===== config.mk =====
export PLATFORM = sky130hd
export DESIGN_NAME = msrv32_instr_queue_flat
export DESIGN_NICKNAME = d
export VERILOG_FILES = /design/src/rtl/msrv32_instr_queue_if.sv /design/src/rtl/msrv32_instr_queue.sv /design/src/flat_wrapper.sv
export SDC_FILE = /design/constraint.sdc
export NUM_CORES = 1
export LEC_CHECK = 0
export BUFFER_PORTS_ARGS = -buffer_cell sky130_fd_sc_hd__buf_4
export CAP_MARGIN = 25
export CORE_MARGIN = 5
export CORE_UTILIZATION = 35
export CTS_CLUSTER_DIAMETER = 40
export DETAILED_ROUTE_END_ITERATION = 10
export GPL_TIMING_DRIVEN = 0
export PLACE_DENSITY = 0.65
export SLEW_MARGIN = 30
export SYNTH_ARGS = -nofsm -noshare
export SYNTH_HDL_FRONTEND = slang
export SYNTH_SLANG_ARGS = --single-unit

===== constraint.sdc =====
create_clock -name ms_riscv32_mp_clk_in -period 8.45 [get_ports ms_riscv32_mp_clk_in]
set_input_delay 0.845 -clock ms_riscv32_mp_clk_in [delete_from_list [all_inputs] [get_ports ms_riscv32_mp_clk_in]]
set_output_delay 0.845 -clock ms_riscv32_mp_clk_in [all_outputs]
set_load 0.005 [all_outputs]

===== src/rtl/msrv32_instr_queue_if.sv =====
// Instruction queue bus: producer-side push port, decode-side pop port and
// the decoded field view of the presented word.
interface msrv32_instr_queue_if #(
  parameter int DEPTH = 4,
  parameter int PC_W  = 32
) ();

  logic                     flush_in;
  logic [31:0]              ms_riscv32_mp_instr_in;
  logic [PC_W-1:0]          pc_in;
  logic                     instr_valid_in;
  logic                     instr_ready_out;
  logic                     dec_valid_out;
  logic                     dec_ready_in;
  logic [6:0]               opcode_out;
  logic [2:0]               funct3_out;
  logic [6:0]               funct7_out;
  logic [4:0]               rs1addr_out;
  logic [4:0]               rs2addr_out;
  logic [4:0]               rdaddr_out;
  logic [11:0]              csr_addr_out;
  logic [24:0]              instr_out;
  logic [PC_W-1:0]          pc_out;
  logic [$clog2(DEPTH):0]   count_out;

  // Fetch/decode side: drives the word stream and consumes the head.
  modport master (
    output flush_in, ms_riscv32_mp_instr_in, pc_in, instr_valid_in, dec_ready_in,
    input  instr_ready_out, dec_valid_out, opcode_out, funct3_out, funct7_out,
           rs1addr_out, rs2addr_out, rdaddr_out, csr_addr_out, instr_out,
           pc_out, count_out
  );

  // Queue side.
  modport slave (
    input  flush_in, ms_riscv32_mp_instr_in, pc_in, instr_valid_in, dec_ready_in,
    output instr_ready_out, dec_valid_out, opcode_out, funct3_out, funct7_out,
           rs1addr_out, rs2addr_out, rdaddr_out, csr_addr_out, instr_out,
           pc_out, count_out
  );

endinterface


===== src/rtl/msrv32_instr_queue.sv =====
// Instruction queue between fetch and decode. Words are tagged with their PC
// and held in a small circular buffer; the head is presented already split
// into RISC-V fields. A flushed or empty queue presents a NOP.
module msrv32_instr_queue #(
  parameter int          DEPTH     = 4,
  parameter logic [31:0] NOP_INSTR = 32'h00000013,
  parameter int          PC_W      = 32
) (
  input  logic                 ms_riscv32_mp_clk_in,
  input  logic                 ms_riscv32_mp_rst_in,
  msrv32_instr_queue_if.slave  q
);

  localparam int AW = $clog2(DEPTH);
  localparam int CW = AW + 1;

  if ((DEPTH < 2) || (DEPTH > 16) || ((DEPTH & (DEPTH - 1)) != 0)) begin : g_bad_depth
    $error("msrv32_instr_queue: DEPTH must be a power of 2 between 2 and 16");
  end

  logic [31:0]     mem_instr [DEPTH];
  logic [PC_W-1:0] mem_pc    [DEPTH];
  logic [AW-1:0]   head;
  logic [AW-1:0]   tail;
  logic [CW-1:0]   count;

  logic            full;
  logic            ready;
  logic            valid;
  logic            push;
  logic            pop;
  logic [31:0]     word;

  // Ready depends only on registered occupancy so a full queue never takes a
  // word, even when decode drains the head in the same cycle.
  always_comb begin
    full  = (count == CW'(DEPTH));
    ready = ~full;
    valid = (count != '0) && !q.flush_in;
    push  = q.instr_valid_in && ready && !q.flush_in;
    pop   = valid && q.dec_ready_in;
  end

  // Storage has no reset; only the tail slot is written on a push.
  always_ff @(posedge ms_riscv32_mp_clk_in) begin
    if (push) begin
      mem_instr[tail] <= q.ms_riscv32_mp_instr_in;
      mem_pc[tail]    <= q.pc_in;
    end
  end

  // Pointer and occupancy update; flush discards any same-cycle push/pop.
  always_ff @(posedge ms_riscv32_mp_clk_in or negedge ms_riscv32_mp_rst_in) begin
    if (!ms_riscv32_mp_rst_in) begin
      head  <= '0;
      tail  <= '0;
      count <= '0;
    end else if (q.flush_in) begin
      head  <= '0;
      tail  <= '0;
      count <= '0;
    end else begin
      if (push) tail <= tail + AW'(1);
      if (pop)  head <= head + AW'(1);
      case ({push, pop})
        2'b10:   count <= count + CW'(1);
        2'b01:   count <= count - CW'(1);
        default: count <= count;
      endcase
    end
  end

  // Presented word and its field slices; no bypass from the push port.
  always_comb begin
    word           = valid ? mem_instr[head] : NOP_INSTR;
    q.opcode_out   = word[6:0];
    q.rdaddr_out   = word[11:7];
    q.funct3_out   = word[14:12];
    q.rs1addr_out  = word[19:15];
    q.rs2addr_out  = word[24:20];
    q.funct7_out   = word[31:25];
    q.csr_addr_out = word[31:20];
    q.instr_out    = word[31:7];
    q.pc_out       = valid ? mem_pc[head] : '0;
  end

  // Handshake and occupancy outputs.
  always_comb begin
    q.instr_ready_out = ready;
    q.dec_valid_out   = valid;
    q.count_out       = count;
  end

endmodule


===== src/flat_wrapper.sv =====
// flat-port wrapper written by rule: the top's interface ports become plain ports
module msrv32_instr_queue_flat 
#(
  parameter int          DEPTH     = 4,
  parameter logic [31:0] NOP_INSTR = 32'h00000013,
  parameter int          PC_W      = 32
)
  (ms_riscv32_mp_clk_in, ms_riscv32_mp_rst_in, q_flush_in, q_ms_riscv32_mp_instr_in, q_pc_in, q_instr_valid_in, q_dec_ready_in, q_instr_ready_out, q_dec_valid_out, q_opcode_out, q_funct3_out, q_funct7_out, q_rs1addr_out, q_rs2addr_out, q_rdaddr_out, q_csr_addr_out, q_instr_out, q_pc_out, q_count_out);
  msrv32_instr_queue_if #(.DEPTH(DEPTH), .PC_W(PC_W)) q_i ();
  input  logic ms_riscv32_mp_clk_in;
  input  logic ms_riscv32_mp_rst_in;
  input wire logic [$bits(q_i.flush_in)-1:0] q_flush_in;
  input wire logic [$bits(q_i.ms_riscv32_mp_instr_in)-1:0] q_ms_riscv32_mp_instr_in;
  input wire logic [$bits(q_i.pc_in)-1:0] q_pc_in;
  input wire logic [$bits(q_i.instr_valid_in)-1:0] q_instr_valid_in;
  input wire logic [$bits(q_i.dec_ready_in)-1:0] q_dec_ready_in;
  output wire logic [$bits(q_i.instr_ready_out)-1:0] q_instr_ready_out;
  output wire logic [$bits(q_i.dec_valid_out)-1:0] q_dec_valid_out;
  output wire logic [$bits(q_i.opcode_out)-1:0] q_opcode_out;
  output wire logic [$bits(q_i.funct3_out)-1:0] q_funct3_out;
  output wire logic [$bits(q_i.funct7_out)-1:0] q_funct7_out;
  output wire logic [$bits(q_i.rs1addr_out)-1:0] q_rs1addr_out;
  output wire logic [$bits(q_i.rs2addr_out)-1:0] q_rs2addr_out;
  output wire logic [$bits(q_i.rdaddr_out)-1:0] q_rdaddr_out;
  output wire logic [$bits(q_i.csr_addr_out)-1:0] q_csr_addr_out;
  output wire logic [$bits(q_i.instr_out)-1:0] q_instr_out;
  output wire logic [$bits(q_i.pc_out)-1:0] q_pc_out;
  output wire logic [$bits(q_i.count_out)-1:0] q_count_out;
  assign q_i.flush_in = q_flush_in;
  assign q_i.ms_riscv32_mp_instr_in = q_ms_riscv32_mp_instr_in;
  assign q_i.pc_in = q_pc_in;
  assign q_i.instr_valid_in = q_instr_valid_in;
  assign q_i.dec_ready_in = q_dec_ready_in;
  assign q_instr_ready_out = q_i.instr_ready_out;
  assign q_dec_valid_out = q_i.dec_valid_out;
  assign q_opcode_out = q_i.opcode_out;
  assign q_funct3_out = q_i.funct3_out;
  assign q_funct7_out = q_i.funct7_out;
  assign q_rs1addr_out = q_i.rs1addr_out;
  assign q_rs2addr_out = q_i.rs2addr_out;
  assign q_rdaddr_out = q_i.rdaddr_out;
  assign q_csr_addr_out = q_i.csr_addr_out;
  assign q_instr_out = q_i.instr_out;
  assign q_pc_out = q_i.pc_out;
  assign q_count_out = q_i.count_out;
  msrv32_instr_queue #(.DEPTH(DEPTH), .NOP_INSTR(NOP_INSTR), .PC_W(PC_W)) u_core (.ms_riscv32_mp_clk_in(ms_riscv32_mp_clk_in), .ms_riscv32_mp_rst_in(ms_riscv32_mp_rst_in), .q(q_i));
endmodule

==> flow_summary.ini <==
[critical_path]
timing.rr.end = u_core.q.count_out[1]
crit_required_ps = 7610
critical_path_class = flop to output port
cp.arrival_ps = 2670
reg2reg_from = u_core.q.count_out[0]
start_kind = flop
cp-end-kind = output port
worst_r2r_path_depth = 8
reg2reg_slack_ps = 5870
path_max_fanout = 10

[yosys]
synth.distinct_cells = 32
synthCells = 508
synth_warnings = 0
ys_top_cells_by_area = edfxtp_1 73%, mux4_2 14%, and2_1 3.9%
synth-seq-cells = 263
synthesis.nets = 582
yosys.area.top_type_share = 0.733
mappedNetlistArea_um2 = 10500
seq_area_frac_synth = 0.750
syn_avg_cell_area_um2 = 20.6
synth_top_area_cell = edfxtp_1

[drt]
vias_per_cell = 4.66
drt-pass1-iter-count = 4
first_iter_violations = 197
drt_wl_total_um = 21400
vias = 5322
wire_per_inst_um = 18.8
route.detailed.drc = 0
drtAntennaViolNets = 0

[sta]
slew_viol_final = 0
fin_crit_sh = 0.416
setup_violations = 0
rsz0062_at_grt = false
hold_viol_final = 0
fmax_mhz = 284
worst_slack_ps = 4930
whs_ps = 168
clock-skew-final_ps = 11.4
slew_headroom = 0.537
worst_pin_slew_ps = 695
period_needed_ps = 3520
tns_ps = 0

[global_routing]
antenna_found_initial = 1
grt_max_degree = 38
overflow = 0
track_usage = 0.127
grt_pass1_wl_um = 32700
grt_pass1_vias = 5612

[cts]
clock_latency_ps = 490
numCtsBuffers = 35
cts_tree = built
clkTransAtPathRegs_ps = 50
htreeDepth = 2
ctsHoldBuffers = 0
post_cts_buffers = 0
ctsResizeCount = 0
cts_max_path_buffers = 3
cts_root_buf = clkbuf_16
clock-sinks = 263

[place]
dp_hpwl_um = 13900
gp_congestion = 0.730
io_buffers = 174
preCtsSetupSlack_ps = 5090

[layout]
num-nets-final = 799
area_growth_pct = 29.5
fillers = 2603
final_util = 0.458
final_cell_mix = 256 x edfxtp_1, 212 x buf_4, 64 x mux4_2
layout-drive-gt1-share = 0.471
final_common_cell = edfxtp_1
multi_input_area_um2 = 2210
ff_latch_area_um2 = 7860

[floorplanning]
io_pins = 175
num_rows = 63
die_h_um = 183
die_area_um2 = 33500
core_area_um2 = 29600
die_w_um = 183
start_util = 0.354

[power_and_ir_drop]
vdd_drop_max_mv = 0.207
pwr_density_cell_nw_per_um2 = 245
leakagePower_nw = 4.86

[flow_run]
max_cap_violations = 0

[worst_hold_path]
hold_path_class = input port to asynchronous set/reset pin

[status]
status = completed
sequential cells by signal, indices dropped and copies added, names as in the netlist:
register	flops
u_core.head	2
u_core.mem_instr	128
u_core.mem_pc	128
u_core.q.count_out	3
u_core.tail	2
power by group:
part,switching [mW],internal (mW)
combinational,0.178,0.227
clock,0.532,0.895
sequential,0.0137,1.48
total,0.724,2.60
layout make-up:
| class | count | area share |
|---|---|---|
| clock buffer | 41 | 0.0693 |
| timing repair buffer | 180 | 0.106 |
| buffer | 61 | 0.0307 |
| tap | 390 | 0.0359 |
| inverter | 4 | 0.00111 |
| antenna | 1 | 0.000184 |
| sequential | 263 | 0.579 |
| clock inverter | 21 | 0.0156 |
| multi-input combinational | 180 | 0.163 |
cell usage after synthesis (all sizes together):
library cell / number
a2111oi: 1
a21o: 1
a21oi: 5
a311oi: 1
and2: 65
buf: 49
clkbuf: 12
dfrtp: 7
edfxtp: 256
fa: 1
ha: 4
inv: 4
mux4: 64
nand2: 4
nand2b: 2
nand3: 3
nand3b: 1
nor2: 8
nor2b: 1
nor3: 2
nor3b: 1
nor4: 1
o211a: 1
o21ai: 3
or3: 4
or3b: 2
xnor2: 2
xor2: 3
worst max-delay path, cell delays in order (launching register included):
cell      delay, ps
dfrtp_1         390
buf_2           220
nor3_2          100
nor2_2          520
clkbuf_1        430
and2_1          280
buf_4           130
buf_4            90
metal layers:
metal / global-route usage / routed length [µm] / share of wire / vias up
met5: 0 / 0 / 0 / -
met4: 0.0367 / 430 / 0.020 / 0
met2: 0.210 / 10700 / 0.50 / 168
li1: - / - / - / 2423
met1: 0.166 / 8930 / 0.42 / 2697
met3: 0.0331 / 1370 / 0.064 / 34
cell families (layout without fill, tap and decap cells):
group                      after synthesis  after routing  share of synthesized area
other                                    0              1                          0
muxes                                   64             64                      0.137
AOI/OAI and AO/OA                       12             12                    0.00716
adders and majority gates                5              5                    0.00668
and+or+nand+nor                         94             94                     0.0538
DFF                                    263            263                      0.750
buffers and inverters                   65            307                     0.0412
xor gates and xnor gates                 5              5                    0.00418
worst max-delay path by stage:
stage | from | slack, ps | endpoint | depth (start not counted)
floorplan | q_instr_valid_in | 5120 | u_core.mem_instr[0][0] | 4
global placement | q_instr_valid_in | 3510 | u_core.mem_pc[1][21] | 5
detailed placement | q_flush_in | 5090 | q_instr_out[5] | 6
CTS | u_core.q.count_out[0] | 4820 | q_instr_out[5] | 7
global route | u_core.q.count_out[0] | 4690 | q_instr_out[5] | 7
finish | u_core.q.count_out[0] | 4930 | q_instr_out[5] | 7
per-stage QoR:
step                instance area (µm²)  power, mW  cells
CTS                               13600       3.38   1140
global route                      13600       3.47   1141
global placement                  12300       1.93   1072
finish                            13600       3.33   1141
detailed placement                12400       1.94   1078
floorplan                         10500       1.75    508
Note: power is estimated with default switching activity, not from simulation.
